<file path="src/rtl/act_loader.sv">
// Write-side sequencer for the ping-pong activation buffer: packs TM stream bytes per row,
// writes rows into the free bank, hands full banks to the consumer and reclaims them on release.
module act_loader #(
  parameter int TM         = 14,
  parameter int ADDR_WIDTH = 7
) (
  input  logic                  clk,
  input  logic                  rst,
  input  logic                  cfg_start,
  input  logic [ADDR_WIDTH:0]   cfg_rows,
  input  logic                  s_valid,
  output logic                  s_ready,
  input  logic [7:0]            s_data,
  input  logic                  s_last,
  output logic                  we,
  output logic [ADDR_WIDTH-1:0] waddr,
  output logic [TM*8-1:0]       wdata,
  output logic                  bank_sel_wr,
  input  logic                  bank_release,
  input  logic                  bank_release_sel,
  output logic [1:0]            bank_valid,
  output logic                  tile_done,
  output logic                  tile_bank,
  output logic                  busy,
  output logic                  err_last
);

  localparam int BW = (TM > 1) ? $clog2(TM) : 1;

  localparam logic [1:0] IDLE      = 2'd0;
  localparam logic [1:0] WAIT_BANK = 2'd1;
  localparam logic [1:0] FILL      = 2'd2;
  localparam logic [1:0] DONE      = 2'd3;

  localparam logic [BW-1:0]       LAST_BYTE = BW'(TM - 1);
  localparam logic [ADDR_WIDTH:0] MAX_ROWS  = {1'b1, {ADDR_WIDTH{1'b0}}};
  localparam logic [ADDR_WIDTH:0] ONE_ROW   = {{ADDR_WIDTH{1'b0}}, 1'b1};
  localparam logic [ADDR_WIDTH:0] NO_ROWS   = {(ADDR_WIDTH+1){1'b0}};

  logic [1:0]            state_r;
  logic                  wr_bank_r;
  logic [1:0]            bank_valid_r;
  logic [ADDR_WIDTH:0]   rows_r;
  logic [ADDR_WIDTH:0]   row_cnt_r;
  logic [BW-1:0]         byte_cnt_r;
  logic [TM*8-1:0]       pack_r;
  logic                  we_r;
  logic [ADDR_WIDTH-1:0] waddr_r;
  logic [TM*8-1:0]       wdata_r;
  logic                  bank_sel_wr_r;
  logic                  s_ready_r;
  logic                  tile_done_r;
  logic                  tile_bank_r;
  logic                  busy_r;
  logic                  err_last_r;

  logic                  acc_s;
  logic                  row_end_s;
  logic                  last_s;
  logic                  start_s;
  logic                  bank_free_s;
  logic [ADDR_WIDTH:0]   rows_cfg_s;
  logic [TM*8-1:0]       row_s;
  logic [1:0]            bank_valid_nxt_s;
  logic [1:0]            state_nxt_s;

  // Byte acceptance, row packing, bank ownership and next-state decode
  always_comb begin
    acc_s       = s_valid & s_ready_r;
    row_end_s   = acc_s && (byte_cnt_r == LAST_BYTE);
    last_s      = row_end_s && (row_cnt_r == (rows_r - ONE_ROW));
    start_s     = (state_r == IDLE) && cfg_start && (cfg_rows != NO_ROWS);
    bank_free_s = !bank_valid_r[wr_bank_r] ||
                  (bank_release && (bank_release_sel == wr_bank_r));
    rows_cfg_s  = (cfg_rows > MAX_ROWS) ? MAX_ROWS : cfg_rows;

    row_s = pack_r;
    for (int i = 0; i < TM; i++) begin
      if (byte_cnt_r == BW'(i)) begin
        row_s[8*i +: 8] = s_data;
      end else begin
        row_s[8*i +: 8] = pack_r[8*i +: 8];
      end
    end

    // A commit and a release on the same bank resolve in favour of the commit
    bank_valid_nxt_s = bank_valid_r;
    if (bank_release) begin
      bank_valid_nxt_s[bank_release_sel] = 1'b0;
    end else begin
      bank_valid_nxt_s = bank_valid_r;
    end
    if (state_r == DONE) begin
      bank_valid_nxt_s[wr_bank_r] = 1'b1;
    end else begin
      bank_valid_nxt_s = bank_valid_nxt_s;
    end

    state_nxt_s = state_r;
    case (state_r)
      IDLE:      state_nxt_s = start_s ? WAIT_BANK : IDLE;
      WAIT_BANK: state_nxt_s = bank_free_s ? FILL : WAIT_BANK;
      FILL:      state_nxt_s = last_s ? DONE : FILL;
      DONE:      state_nxt_s = IDLE;
      default:   state_nxt_s = IDLE;
    endcase
  end

  // Sequencer state, counters and registered outputs
  always_ff @(posedge clk) begin
    if (rst) begin
      state_r       <= IDLE;
      wr_bank_r     <= 1'b0;
      bank_valid_r  <= 2'b00;
      rows_r        <= NO_ROWS;
      row_cnt_r     <= NO_ROWS;
      byte_cnt_r    <= {BW{1'b0}};
      pack_r        <= {(TM*8){1'b0}};
      we_r          <= 1'b0;
      waddr_r       <= {ADDR_WIDTH{1'b0}};
      wdata_r       <= {(TM*8){1'b0}};
      bank_sel_wr_r <= 1'b0;
      s_ready_r     <= 1'b0;
      tile_done_r   <= 1'b0;
      tile_bank_r   <= 1'b0;
      busy_r        <= 1'b0;
      err_last_r    <= 1'b0;
    end else begin
      state_r      <= state_nxt_s;
      s_ready_r    <= (state_nxt_s == FILL);
      busy_r       <= (state_nxt_s != IDLE);
      bank_valid_r <= bank_valid_nxt_s;
      we_r         <= row_end_s;
      tile_done_r  <= (state_r == DONE);

      if (row_end_s) begin
        waddr_r       <= row_cnt_r[ADDR_WIDTH-1:0];
        wdata_r       <= row_s;
        bank_sel_wr_r <= wr_bank_r;
      end

      if (start_s) begin
        rows_r     <= rows_cfg_s;
        row_cnt_r  <= NO_ROWS;
        byte_cnt_r <= {BW{1'b0}};
        err_last_r <= 1'b0;
      end else if (acc_s) begin
        pack_r     <= row_s;
        byte_cnt_r <= row_end_s ? {BW{1'b0}} : (byte_cnt_r + {{(BW-1){1'b0}}, 1'b1});
        row_cnt_r  <= row_end_s ? (row_cnt_r + ONE_ROW) : row_cnt_r;
        // s_last must coincide exactly with the final byte of the final row
        if (s_last != last_s) begin
          err_last_r <= 1'b1;
        end
      end

      if (state_r == DONE) begin
        tile_bank_r <= wr_bank_r;
        wr_bank_r   <= ~wr_bank_r;
      end
    end
  end

  assign s_ready     = s_ready_r;
  assign we          = we_r;
  assign waddr       = waddr_r;
  assign wdata       = wdata_r;
  assign bank_sel_wr = bank_sel_wr_r;
  assign bank_valid  = bank_valid_r;
  assign tile_done   = tile_done_r;
  assign tile_bank   = tile_bank_r;
  assign busy        = busy_r;
  assign err_last    = err_last_r;

endmodule
</file>
<file path="config.mk">
export PLATFORM = sky130hd
export DESIGN_NAME = act_loader
export DESIGN_NICKNAME = d
export VERILOG_FILES = /design/src/rtl/act_loader.sv
export SDC_FILE = /design/constraint.sdc
export NUM_CORES = 1
export LEC_CHECK = 0
export BUFFER_PORTS_ARGS = -buffer_cell sky130_fd_sc_hd__buf_2
export CAP_MARGIN = 20
export CORE_MARGIN = 1.5
export CORE_UTILIZATION = 53
export CTS_BUF_LIST = sky130_fd_sc_hd__clkbuf_16
export DETAILED_ROUTE_END_ITERATION = 7
export GPL_ROUTABILITY_DRIVEN = 1
export GPL_TIMING_DRIVEN = 0
export PLACE_DENSITY = 0.83
export SLEW_MARGIN = 20
export SYNTH_ARGS = -nofsm -noshare
export SYNTH_HDL_FRONTEND = slang
export SYNTH_SLANG_ARGS = --single-unit
</file>
<file path="constraint.sdc">
create_clock -name clk -period 3.1 [get_ports clk]
set_input_delay 0.155 -clock clk [delete_from_list [all_inputs] [get_ports clk]]
set_output_delay 0.155 -clock clk [all_outputs]
set_load 0.005 [all_outputs]
</file>
==> run metrics <==
critical path class=flop to flop; mux share of post-synthesis cell area=roughly 14%; largest net degree at the start of global routing=14; Critical Path, Cell by Cell=ha_1 > nand3_1 > nor2_1 > buf_1 > clkbuf_1 > buf_1 > a211oi_1; chip width=144 um; grt total ovfl=0; Max Freq=336 MHz; clock root cell=clkbuf_16; share of layout cells above drive strength 1=14.3%; Worst setup SP type=flop; Worst-path clk slew=60 ps; clock latency on the worst-skew pair=540 ps; H-tree depth=1; Worst Tran Pin Value=between 900 and 1000 ps; commonest non-fill, non-tap cell in the layout=dfxtp_1; status=finished clean; post-synth top area share=about half; initial antenna violation count=0; Placer Congestion=0.904; Finished Cell Area=approximately 0.012 mm^2; Starting Density=54.2%; Tcrit/Tclk final=96.1%; post-DR wirelength/cell=19.5 um; I/O Buffers=between 100 and 150; io pins=151; Worst EP arrival=3360 ps; most used cell, CP=buf_1; commonest non-fill, non-tap cells in the layout=255 x dfxtp_1, 228 x nor2_1, 148 x buf_2; Vias=9687; gr usage total=30.2%; Area contributors post-synth=dfxtp_1 48%, mux2i_1 14%, nor2_1 8.1%, a311oi_1 5.3%, nand2_1 4.3%; relative slew slack=36.0%; placed inst area=0.0116 mm^2; Final Max Tran Viols=0; Synth Area in Simple Gates=20.4%; routed wire length=32.0 mm; crit-path max cell delay=690 ps; drt first pass iters=6; complex-gate fraction of the synthesized area=11.2%; RSZ-0062 raised after global routing=no; Post-Syn Nets=1209; WP data required=3490 ps; first-pass GRT wire length=48.2 mm; DRT antenna net count=0; R2R cell count=7; final hold viol count=0; Post-CTS Setup Repair Bufs=0; max-cap violations=0; Hold Crit Class=primary input to flop; total CTS buffers=26; final setup fails=0; CTS Sinks=~260; Critical Path Start=byte_cnt_r[0]; Syn Inst Count=1180; largest fanout on the critical path=10; Leak=roughly 4.4 nW; Avg Inst Size Synth=8.97 um^2; core area=0.0195 mm^2; CTS max path bufs=3; die area=approximately 0.021 mm^2; XOR/XNOR Fraction of Synth Area=1.32%; largest area contributor in the netlist=dfxtp_1; synthesis-to-layout area growth=18.0%; Synth Register Bits=between 200 and 300; sequential fraction of the synthesis area=48.2%; DR vias/cell=5.91; slowest CP cell=buf_1; Max Clock Skew=14.0 ps; Inserted Diodes=0; crit end category=flop; PD cells=521 mW/mm^2; largest family of logic cells by synthesized area=simple AND/OR/NAND/NOR gates; ys flop type=dfxtp_1; Final min period=2980 ps; Nets=1388; min-delay src=s_last; Warnings, synthesis=0; r2r startpoint=byte_cnt_r[0]; DR DRC count=0; DP HPWL=21.2 mm; initial DRC count=1024; hold depth=4; chip height=around 140 um; flop2flop setup slack=120 ps; ys async rst share=0%; EDFF count, synth=0; CTS tree=yes; Distinct cells, synth=41; Rows=51; worst vdd ir=0.000443 V; setup TNS=0 ps; synthesized area=0.0106 mm^2; Adder-Cell Fraction of Synth Area=0.709%; vias in the first global route=9121
-- state kept, by name, summed over array words and instances, names as in the netlist, 2 cells and up --
register,flops
row_cnt_r,8
bank_valid,2
waddr,7
wdata,112
pack_r,104
state_r,2
rows_r,8
byte_cnt_r,4
-- synthesized netlist by cell type, drive strengths merged, types with 6 or more instances --
library cell	count
nor3b	6
ha	6
mux2i	144
buf	19
a211oi	40
a311oi	64
dfxtp	255
nor3	15
a21oi	33
nand3	73
and2	7
nor2	228
clkbuf	94
o21ai	6
a22o	6
xor2	8
nand2	120
inv	8
xnor2	8
-- worst max-delay path: cells and delay by family (launching register included) --
kind / cells / cell delay, ps
DFF: 1 / 460
AOI/OAI and AO/OA: 1 / 160
and+or+nand+nor: 2 / 250
adders and majority gates: 1 / 260
buffers and inverters: 3 / 1700
-- path summary, 6_finish.rpt --
kind | end
worst min register to register | tile_bank
worst max-delay path | wdata[100]
worst min-delay path | err_last
worst max register to register | wdata[100]
-- per-layer routing --
metal / vias to the layer above / wire [um] / global-route usage, %
met3: 134 / 3410 / 6.92
li1: 4462 / - / -
met1: 4514 / 12900 / 38.6
met2: 577 / 14100 / 47.7
met5: - / 0 / 0
met4: 0 / 1650 / 15.4
-- cell type report --
| type | instances | area [um^2] |
|---|---|---|
| plain buffers | 113 | 449 |
| multi-input cells | 804 | 5000 |
| repair buffers | 151 | 806 |
| inverters | 8 | 30.0 |
| flip-flops and latches | 255 | 5100 |
| fillers | 1623 | 7040 |
| clock inverters | 17 | 113 |
| clock buffers | 26 | 651 |
| well taps | 265 | 332 |
-- timing repair --
item	in CTS	in global routing
hold buffers	10	0
endpoints found under the setup margin	0	2
gates resized for setup	0	1
endpoints found under the hold margin	9	0
-- metrics by stage --
step | setup slack (ps) | power [mW] | hold slack, ps | std cells | util (%)
global route | 7.71 | 6.65 | 36.1 | 1639 | 63.9
CTS | 274 | 6.49 | 0.723 | 1639 | 63.9
detailed placement | 333 | 3.68 | 390 | 1586 | 59.5
finish | 122 | 6.50 | 19.1 | 1639 | 63.9
floorplan | 934 | 3.56 | 281 | 1180 | -
global placement | 351 | 3.67 | 388 | 1586 | 59.5
-- where the power goes --
| group | total (mW) | switching [mW] | internal, mW |
|---|---|---|---|
| Clock | 2.87 | 1.28 | 1.59 |
| Combinational | 0.326 | 0.239 | 0.0870 |
| Sequential | 3.31 | 0.0150 | 3.29 |
-- cell families after synthesis --
logic type      after synthesis
buf+inv                     121
compound gates              157
mux                         144
simple gates                481
xor+xnor                     16
flops                       255
fa+ha+maj                     6
(Power assumes the default switching activity.)
